### src/rtl/fip_pkg.sv
// Shared fixed-point definitions for the fip_32 datapath blocks.
//   FIP_MIN/FIP_MAX : extreme values of a signed 32-bit fixed-point word
//   TRUE/FALSE      : single-bit flag constants
//   FRA_BITS_DFLT   : default number of fractional bits
//   cdiv_state_t    : control states of the Cramer divider
//   fip_abs33       : magnitude of a signed 32-bit word, widened so FIP_MIN is exact
package fip_pkg;

  localparam logic signed [31:0] FIP_MIN       = 32'sh8000_0000;
  localparam logic signed [31:0] FIP_MAX       = 32'sh7FFF_FFFF;
  localparam logic               TRUE          = 1'b1;
  localparam logic               FALSE         = 1'b0;
  localparam int                 FRA_BITS_DFLT = 16;

  typedef enum logic [1:0] {
    IDLE = 2'd0,
    DIV  = 2'd1,
    DONE = 2'd2
  } cdiv_state_t;

  // |x| on 33 bits: -FIP_MIN = 2^31 does not fit in 32 signed bits.
  function automatic logic [32:0] fip_abs33(input logic signed [31:0] x);
    logic [32:0] r;
    if (x[31]) begin
      r = 33'd0 - {x[31], x};
    end else begin
      r = {1'b0, x};
    end
    return r;
  endfunction

endpackage

### src/rtl/fip_32_div_seq.sv
// Unsigned radix-2 restoring divider, one quotient bit per clock.
//   i_clk, i_rstn   : clock, synchronous active-low reset
//   i_start         : load i_dividend/i_divisor (has priority over a running divide)
//   i_dividend      : DW-bit dividend
//   i_divisor       : VW-bit divisor (non-zero)
//   o_quot          : quotient as it will be after the current iteration
//   o_done          : the current cycle performs the last iteration; o_quot is final
// The quotient is exposed one step early so the caller can capture it and
// restart the core on the same edge, leaving no idle cycle between divides.
module fip_32_div_seq #(
  parameter int DW = 48,
  parameter int VW = 33
) (
  input  logic          i_clk,
  input  logic          i_rstn,
  input  logic          i_start,
  input  logic [DW-1:0] i_dividend,
  input  logic [VW-1:0] i_divisor,
  output logic [DW-1:0] o_quot,
  output logic          o_done
);

  localparam int CW = $clog2(DW);

  logic [DW-1:0] quot_r;
  logic [VW-1:0] rem_r;
  logic [VW-1:0] div_r;
  logic [CW-1:0] cnt_r;
  logic          busy_r;

  logic [VW:0]   rem_sh_s;
  logic          ge_s;
  logic [VW-1:0] diff_s;
  logic [VW-1:0] rem_nxt_s;
  logic [DW-1:0] quot_nxt_s;

  // One restoring step: shift in the next dividend bit, subtract if it fits.
  // The remainder stays below the divisor, so a restored value always fits VW bits.
  always_comb begin
    rem_sh_s   = {rem_r, quot_r[DW-1]};
    ge_s       = (rem_sh_s >= {1'b0, div_r});
    diff_s     = VW'(rem_sh_s - {1'b0, div_r});
    if (ge_s) begin
      rem_nxt_s = diff_s;
    end else begin
      rem_nxt_s = rem_sh_s[VW-1:0];
    end
    quot_nxt_s = {quot_r[DW-2:0], ge_s};
  end

  assign o_quot = quot_nxt_s;
  assign o_done = busy_r && (cnt_r == CW'(DW - 1));

  // Operand load and iteration registers.
  always_ff @(posedge i_clk) begin
    if (!i_rstn) begin
      quot_r <= {DW{1'b0}};
      rem_r  <= {VW{1'b0}};
      div_r  <= {VW{1'b0}};
      cnt_r  <= {CW{1'b0}};
      busy_r <= 1'b0;
    end else if (i_start) begin
      quot_r <= i_dividend;
      rem_r  <= {VW{1'b0}};
      div_r  <= i_divisor;
      cnt_r  <= {CW{1'b0}};
      busy_r <= 1'b1;
    end else if (busy_r) begin
      quot_r <= quot_nxt_s;
      rem_r  <= rem_nxt_s;
      cnt_r  <= cnt_r + CW'(1);
      busy_r <= (cnt_r != CW'(DW - 1));
    end else begin
      quot_r <= quot_r;
      rem_r  <= rem_r;
      div_r  <= div_r;
      cnt_r  <= cnt_r;
      busy_r <= busy_r;
    end
  end

endmodule

### src/rtl/fip_32_cramer_div.sv
// Cramer's-rule solver back end: quot[k] = num[k] / det for k = 0..2, signed
// Q(32-FRA_BITS).FRA_BITS, truncated toward zero, saturated to the 32-bit range.
// One shared sequential divider handles the three numerators in index order.
//   i_clk, i_rstn : clock, synchronous active-low reset
//   i_valid/o_ready, i_det, i_num[3]      : input transaction
//   o_valid/i_ready, o_quot[3], o_sat[3], o_singular : result (held until accepted)
// det == 0 skips the divider: result is all-zero quotients with o_singular set.
module fip_32_cramer_div
  import fip_pkg::*;
#(
  parameter int FRA_BITS = FRA_BITS_DFLT,
  parameter int N_QUOT   = 3
) (
  input  logic               i_clk,
  input  logic               i_rstn,
  input  logic               i_valid,
  output logic               o_ready,
  input  logic signed [31:0] i_det,
  input  logic signed [31:0] i_num [N_QUOT],
  output logic               o_valid,
  input  logic               i_ready,
  output logic signed [31:0] o_quot [N_QUOT],
  output logic [N_QUOT-1:0]  o_sat,
  output logic               o_singular
);

  localparam int         DW       = 32 + FRA_BITS;
  localparam logic [1:0] LAST_IDX = 2'(N_QUOT - 1);

  cdiv_state_t        state_r;
  cdiv_state_t        state_s;
  logic [1:0]         idx_r;
  logic signed [31:0] det_r;
  logic signed [31:0] num_r [N_QUOT];
  logic signed [31:0] res_r [N_QUOT-1];
  logic [N_QUOT-2:0]  sat_r;

  logic [1:0]         op_idx_s;
  logic signed [31:0] op_num_s;
  logic [32:0]        op_det_abs_s;
  logic [32:0]        op_num_abs_s;
  logic [DW-1:0]      dividend_s;
  logic               start_s;
  logic [DW-1:0]      core_quot_s;
  logic               core_done_s;
  logic               neg_s;
  logic [32:0]        cnv_s;

  // {sat, value}: apply the sign to an unsigned quotient magnitude and clamp.
  function automatic logic [32:0] sat_quot(input logic neg, input logic [DW-1:0] mag);
    logic [32:0] r;
    if (!neg && (mag > {{(DW-32){1'b0}}, FIP_MAX})) begin
      r = {1'b1, FIP_MAX};
    end else if (neg && (mag > {{(DW-32){1'b0}}, FIP_MIN})) begin
      r = {1'b1, FIP_MIN};
    end else if (neg) begin
      r = {1'b0, 32'd0 - mag[31:0]};
    end else begin
      r = {1'b0, mag[31:0]};
    end
    return r;
  endfunction

  // Divider operand selection: straight from the inputs on the accept edge,
  // otherwise the next captured numerator when the current divide finishes.
  always_comb begin
    op_idx_s = (idx_r == LAST_IDX) ? 2'd0 : idx_r + 2'd1;
    if (state_r == IDLE) begin
      op_num_s     = i_num[0];
      op_det_abs_s = fip_abs33(i_det);
      start_s      = i_valid && (i_det != 32'sd0);
    end else begin
      op_num_s     = num_r[op_idx_s];
      op_det_abs_s = fip_abs33(det_r);
      start_s      = (state_r == DIV) && core_done_s && (idx_r != LAST_IDX);
    end
    op_num_abs_s = fip_abs33(op_num_s);
    dividend_s   = DW'(op_num_abs_s) << FRA_BITS;
  end

  fip_32_div_seq #(
    .DW (DW),
    .VW (33)
  ) u_div (
    .i_clk      (i_clk),
    .i_rstn     (i_rstn),
    .i_start    (start_s),
    .i_dividend (dividend_s),
    .i_divisor  (op_det_abs_s),
    .o_quot     (core_quot_s),
    .o_done     (core_done_s)
  );

  // Signed, saturated form of the quotient finishing this cycle.
  always_comb begin
    neg_s = num_r[idx_r][31] ^ det_r[31];
    cnv_s = sat_quot(neg_s, core_quot_s);
  end

  // Next-state logic.
  always_comb begin
    state_s = state_r;
    case (state_r)
      IDLE: begin
        if (i_valid) begin
          state_s = (i_det == 32'sd0) ? DONE : DIV;
        end else begin
          state_s = IDLE;
        end
      end
      DIV: begin
        if (core_done_s && (idx_r == LAST_IDX)) begin
          state_s = DONE;
        end else begin
          state_s = DIV;
        end
      end
      DONE: begin
        if (i_ready) begin
          state_s = IDLE;
        end else begin
          state_s = DONE;
        end
      end
      default: begin
        state_s = IDLE;
      end
    endcase
  end

  // State, operand capture, partial results and registered outputs.
  // o_quot/o_sat only change when DONE is entered, so they stay stable while stalled.
  always_ff @(posedge i_clk) begin
    if (!i_rstn) begin
      state_r    <= IDLE;
      idx_r      <= 2'd0;
      det_r      <= 32'sd0;
      num_r      <= '{default: 32'sd0};
      res_r      <= '{default: 32'sd0};
      sat_r      <= {(N_QUOT-1){1'b0}};
      o_ready    <= TRUE;
      o_valid    <= FALSE;
      o_quot     <= '{default: 32'sd0};
      o_sat      <= {N_QUOT{1'b0}};
      o_singular <= FALSE;
    end else begin
      state_r <= state_s;
      o_ready <= (state_s == IDLE);
      o_valid <= (state_s == DONE);
      case (state_r)
        IDLE: begin
          if (i_valid) begin
            det_r <= i_det;
            num_r <= i_num;
            idx_r <= 2'd0;
            if (i_det == 32'sd0) begin
              o_quot     <= '{default: 32'sd0};
              o_sat      <= {N_QUOT{1'b0}};
              o_singular <= TRUE;
            end
          end
        end
        DIV: begin
          if (core_done_s) begin
            case (idx_r)
              2'd0: begin
                res_r[0] <= cnv_s[31:0];
                sat_r[0] <= cnv_s[32];
                idx_r    <= 2'd1;
              end
              2'd1: begin
                res_r[1] <= cnv_s[31:0];
                sat_r[1] <= cnv_s[32];
                idx_r    <= 2'd2;
              end
              default: begin
                o_quot     <= '{res_r[0], res_r[1], cnv_s[31:0]};
                o_sat      <= {cnv_s[32], sat_r};
                o_singular <= FALSE;
                idx_r      <= 2'd0;
              end
            endcase
          end
        end
        DONE: begin
          idx_r <= idx_r;
        end
        default: begin
          idx_r <= 2'd0;
        end
      endcase
    end
  end

endmodule

### config.mk
export PLATFORM = sky130hd
export DESIGN_NAME = fip_32_cramer_div
export DESIGN_NICKNAME = d
export VERILOG_FILES = /design/src/rtl/fip_pkg.sv /design/src/rtl/fip_32_div_seq.sv /design/src/rtl/fip_32_cramer_div.sv
export SDC_FILE = /design/constraint.sdc
export NUM_CORES = 1
export LEC_CHECK = 0
export BUFFER_PORTS_ARGS = -buffer_cell sky130_fd_sc_hd__buf_4
export CORE_ASPECT_RATIO = 1.5
export CORE_MARGIN = 10
export CORE_UTILIZATION = 40
export CTS_CLUSTER_SIZE = 24
export DETAILED_ROUTE_END_ITERATION = 12
export PLACE_DENSITY = 0.6
export SYNTH_ARGS = -nofsm -noshare
export SYNTH_HDL_FRONTEND = slang
export SYNTH_HIERARCHICAL = 1
export SYNTH_SLANG_ARGS = --single-unit
### constraint.sdc
create_clock -name i_clk -period 5.8 [get_ports i_clk]
set_input_delay 0.29 -clock i_clk [delete_from_list [all_inputs] [get_ports i_clk]]
set_output_delay 0.29 -clock i_clk [all_outputs]
set_load 0.005 [all_outputs]
==> flow_summary.json <==
{
  "run_status": "finished, final reports clean",
  "drc_errors": 0,
  "initial_utilization_pct": 40.3,
  "slew_violations": 0,
  "m1WireLength_mm": 27.9,
  "hold_violations": 0,
  "clock_skew_ns": 0.0194,
  "cts_root_buffer": "clkbuf_16",
  "antenna_found_initial": 2,
  "netlist_top_cells_area": "dfxtp_1, nand2_1, a21oi_1, mux2i_1, o21ai_0",
  "yosysTopAreaCell": "dfxtp_1",
  "grt_max_degree": 112,
  "slew_headroom_pct": 26.3,
  "yosysSeqAreaShare_pct": 38.3,
  "wl_met2_mm": 35.4,
  "rrSetupSlack_ns": 0.54,
  "final_area_mm2": 0.0265,
  "ys_ff_latch": 421,
  "drt_iter0_markers": 1236,
  "wl_per_cell_um": 19.3,
  "clk_pin_slew_ns": 0.07,
  "yosysWarnings": 6,
  "max_freq_mhz": 190,
  "cts_tree": "built",
  "gp_congestion": 0.899,
  "yosysMostFrequentCell": "nand2_1",
  "synth_edf_count": 0,
  "ant_nets": 0,
  "coreArea_mm2": 0.0545,
  "worstSetupPathType": "reg -> reg",
  "grt_remaining_overflow": 0,
  "leakage_nw": 10.9,
  "setup_viol": 0,
  "ys_types": 92,
  "rsz0062_at_grt": "false",
  "portBuffers": 233,
  "maxUsedRoutingLayer": "met5",
  "power_mw": 8.03,
  "start_kind": "register",
  "p_per_area_mw_per_mm2": 303,
  "hold_slack_ns": 0.0277,
  "synth_area_mm2": 0.0220,
  "clk_latency_ns": 0.58,
  "worstPathArrival_ns": 5.76,
  "area_growth_pct": 20.7,
  "tightestPinTransition_ns": 1.11,
  "synthFlopType": "dfxtp_1",
  "drive_gt1_share_pct": 13.6,
  "grt_pass1_wl_mm": 110,
  "htreeDepth": 2,
  "crit_required_ns": 6.31,
  "dieArea_mm2": 0.0649,
  "finalCriticalPeriod_ns": 5.26,
  "clockBufferDepth": 3,
  "ios": 234,
  "syn_area_per_cell_um2": 8.22,
  "vias": 20200,
  "cts_setup_buffers": 0,
  "finalCritPeriodShare_pct": 90.6,
  "synthCells": 2673,
  "cts_sinks": 421,
  "cts_buffers": 42,
  "wl_mm": 69.6,
  "cp-end-kind": "register",
  "vias_per_cell": 5.61,
  "dpl-instance-area_mm2": 0.0238,
  "async_reset_ff_share_pct": 0,
  "grt_use_total_pct": 20.7,
  "hp-class": "in -> reg",
  "hpwlAfterDp_mm": 49.1,
  "wl_met3_mm": 3.37,
  "setup-tns-final_ns": 0,
  "nets": 3045,
  "critPathMaxFanout": 13,
  "ir_worst_vdd_mv": 0.207,
  "ys_top_cells_by_count": "nand2_1, dfxtp_1, a21oi_1, o21ai_0, clkbuf_1",
  "place_ws_ns": 0.377,
  "drt_pass1_iterations": 5,
  "synth_top_area_share_pct": 38.3,
  "dieHeight_um": 307,
  "setup_slack_ns": 0.544,
  "cap_violations": 0,
  "grt_pass1_vias": 20033,
  "rows": 105,
  "die-width_um": 211
}
-- sequential cells by signal, summed over array words and instances (netlist names) --
name	flops
u_div/cnt_r	6
o_valid	1
o_sat	3
state_r	2
res_r	64
o_quot	96
u_div/busy_r	1
u_div/div_r	33
o_ready	1
u_div/quot_r	48
det_r	32
idx_r	2
sat_r	2
num_r	96
u_div/rem_r	33
o_singular	1
-- where the power goes --
part           switching, mW  internal (mW)  total, mW
combinational           1.16          0.756       1.91
clock                   1.23           1.74       2.97
sequential             0.122           3.02       3.14
total                   2.51           5.52       8.03
-- worst max-delay path, cell delays in order (launching register included) --
cell      delay [ns]
dfxtp_1         0.31
inv_1           0.08
ha_1            0.16
inv_1           0.05
fa_1            0.40
a21o_1          0.22
a311o_1         0.39
nand3b_1        0.15
nand2_1         0.16
nand4_1         0.21
a311o_1         0.21
nand2_1         0.13
inv_1           0.09
ha_1            0.21
nor4b_2         0.51
nand4_1         0.33
nor2_1          0.37
a211oi_2        0.12
buf_4           0.21
nor2_2          0.55
a221oi_1        0.17
nor2_1          0.14
-- what timing repair did --
action / CTS / global route
endpoints found under the hold margin: 120 / 0
hold buffers: 120 / 0
resized for setup: 0 / 2
setup endpoints to repair: 0 / 14
-- cell usage in the layout, fill, tap and decap left out, types with 16 or more instances in the layout --
master,synthesis,routed
a211oi_1,22,22
o211ai_1,16,16
a22o_1,67,67
a21oi_1,267,267
o211a_1,49,49
nand2_1,444,443
nand4_1,16,16
xnor2_1,73,72
nand3_1,76,76
a31oi_1,44,44
mux2i_1,112,111
dlygate4sd3_1,0,120
dfxtp_1,421,418
a21o_1,22,22
nor4_1,17,17
clkbuf_16,0,42
o21ai_0,170,169
ha_1,38,38
xor2_1,60,59
inv_1,52,52
o31ai_1,27,27
buf_4,49,265
nor2b_1,61,60
nor3_1,35,33
nor2_1,103,99
a32o_1,20,20
conb_1,1,17
-- path summary, 6_finish.rpt --
check | start | endpoint | depth (start not counted)
worst max-delay path | u_div/quot_r[47] | o_quot[17] | 21
worst min-delay path | i_det[14] | det_r[14] | 3
worst max register to register | u_div/quot_r[47] | o_quot[17] | 21
worst min register to register | num_r[71] | num_r[71] | 2
-- layout make-up --
cell class	count	area [um^2]
multi-input cells	1970	12300
clock inverters	16	280
inverters	54	208
flip-flops and latches	421	8430
repair buffers	385	3190
diodes	1	2.50
well taps	695	870
fillers	5157	28000
clock buffers	58	1210
-- per-stage QoR --
step                      utilization [%]  std cells
after floorplan                         -       2689
after global placement               43.7       3405
after detailed placement             43.7       3405
after CTS                            48.6       3599
after global routing                 48.7       3600
final                                48.7       3600
-- cells by family after synthesis --
family	Yosys count	synth area share, %
AO/OA/AOI/OAI	822	24.9
XOR/XNOR	133	5.30
adder cells (fa/ha/maj)	39	2.25
buffers and inverters	298	6.20
flip-flops	421	38.3
multiplexers	114	5.20
other	1	0.0171
AND/OR/NAND/NOR	845	17.8
-- layer usage --
layer  track usage, %  vias up
met5                0        -
met4             9.05        2
met3             3.23      148
met2             37.4      545
met1             23.5     9599
li1                 -     9906
No activity file was read; power rests on OpenSTA's default activity.
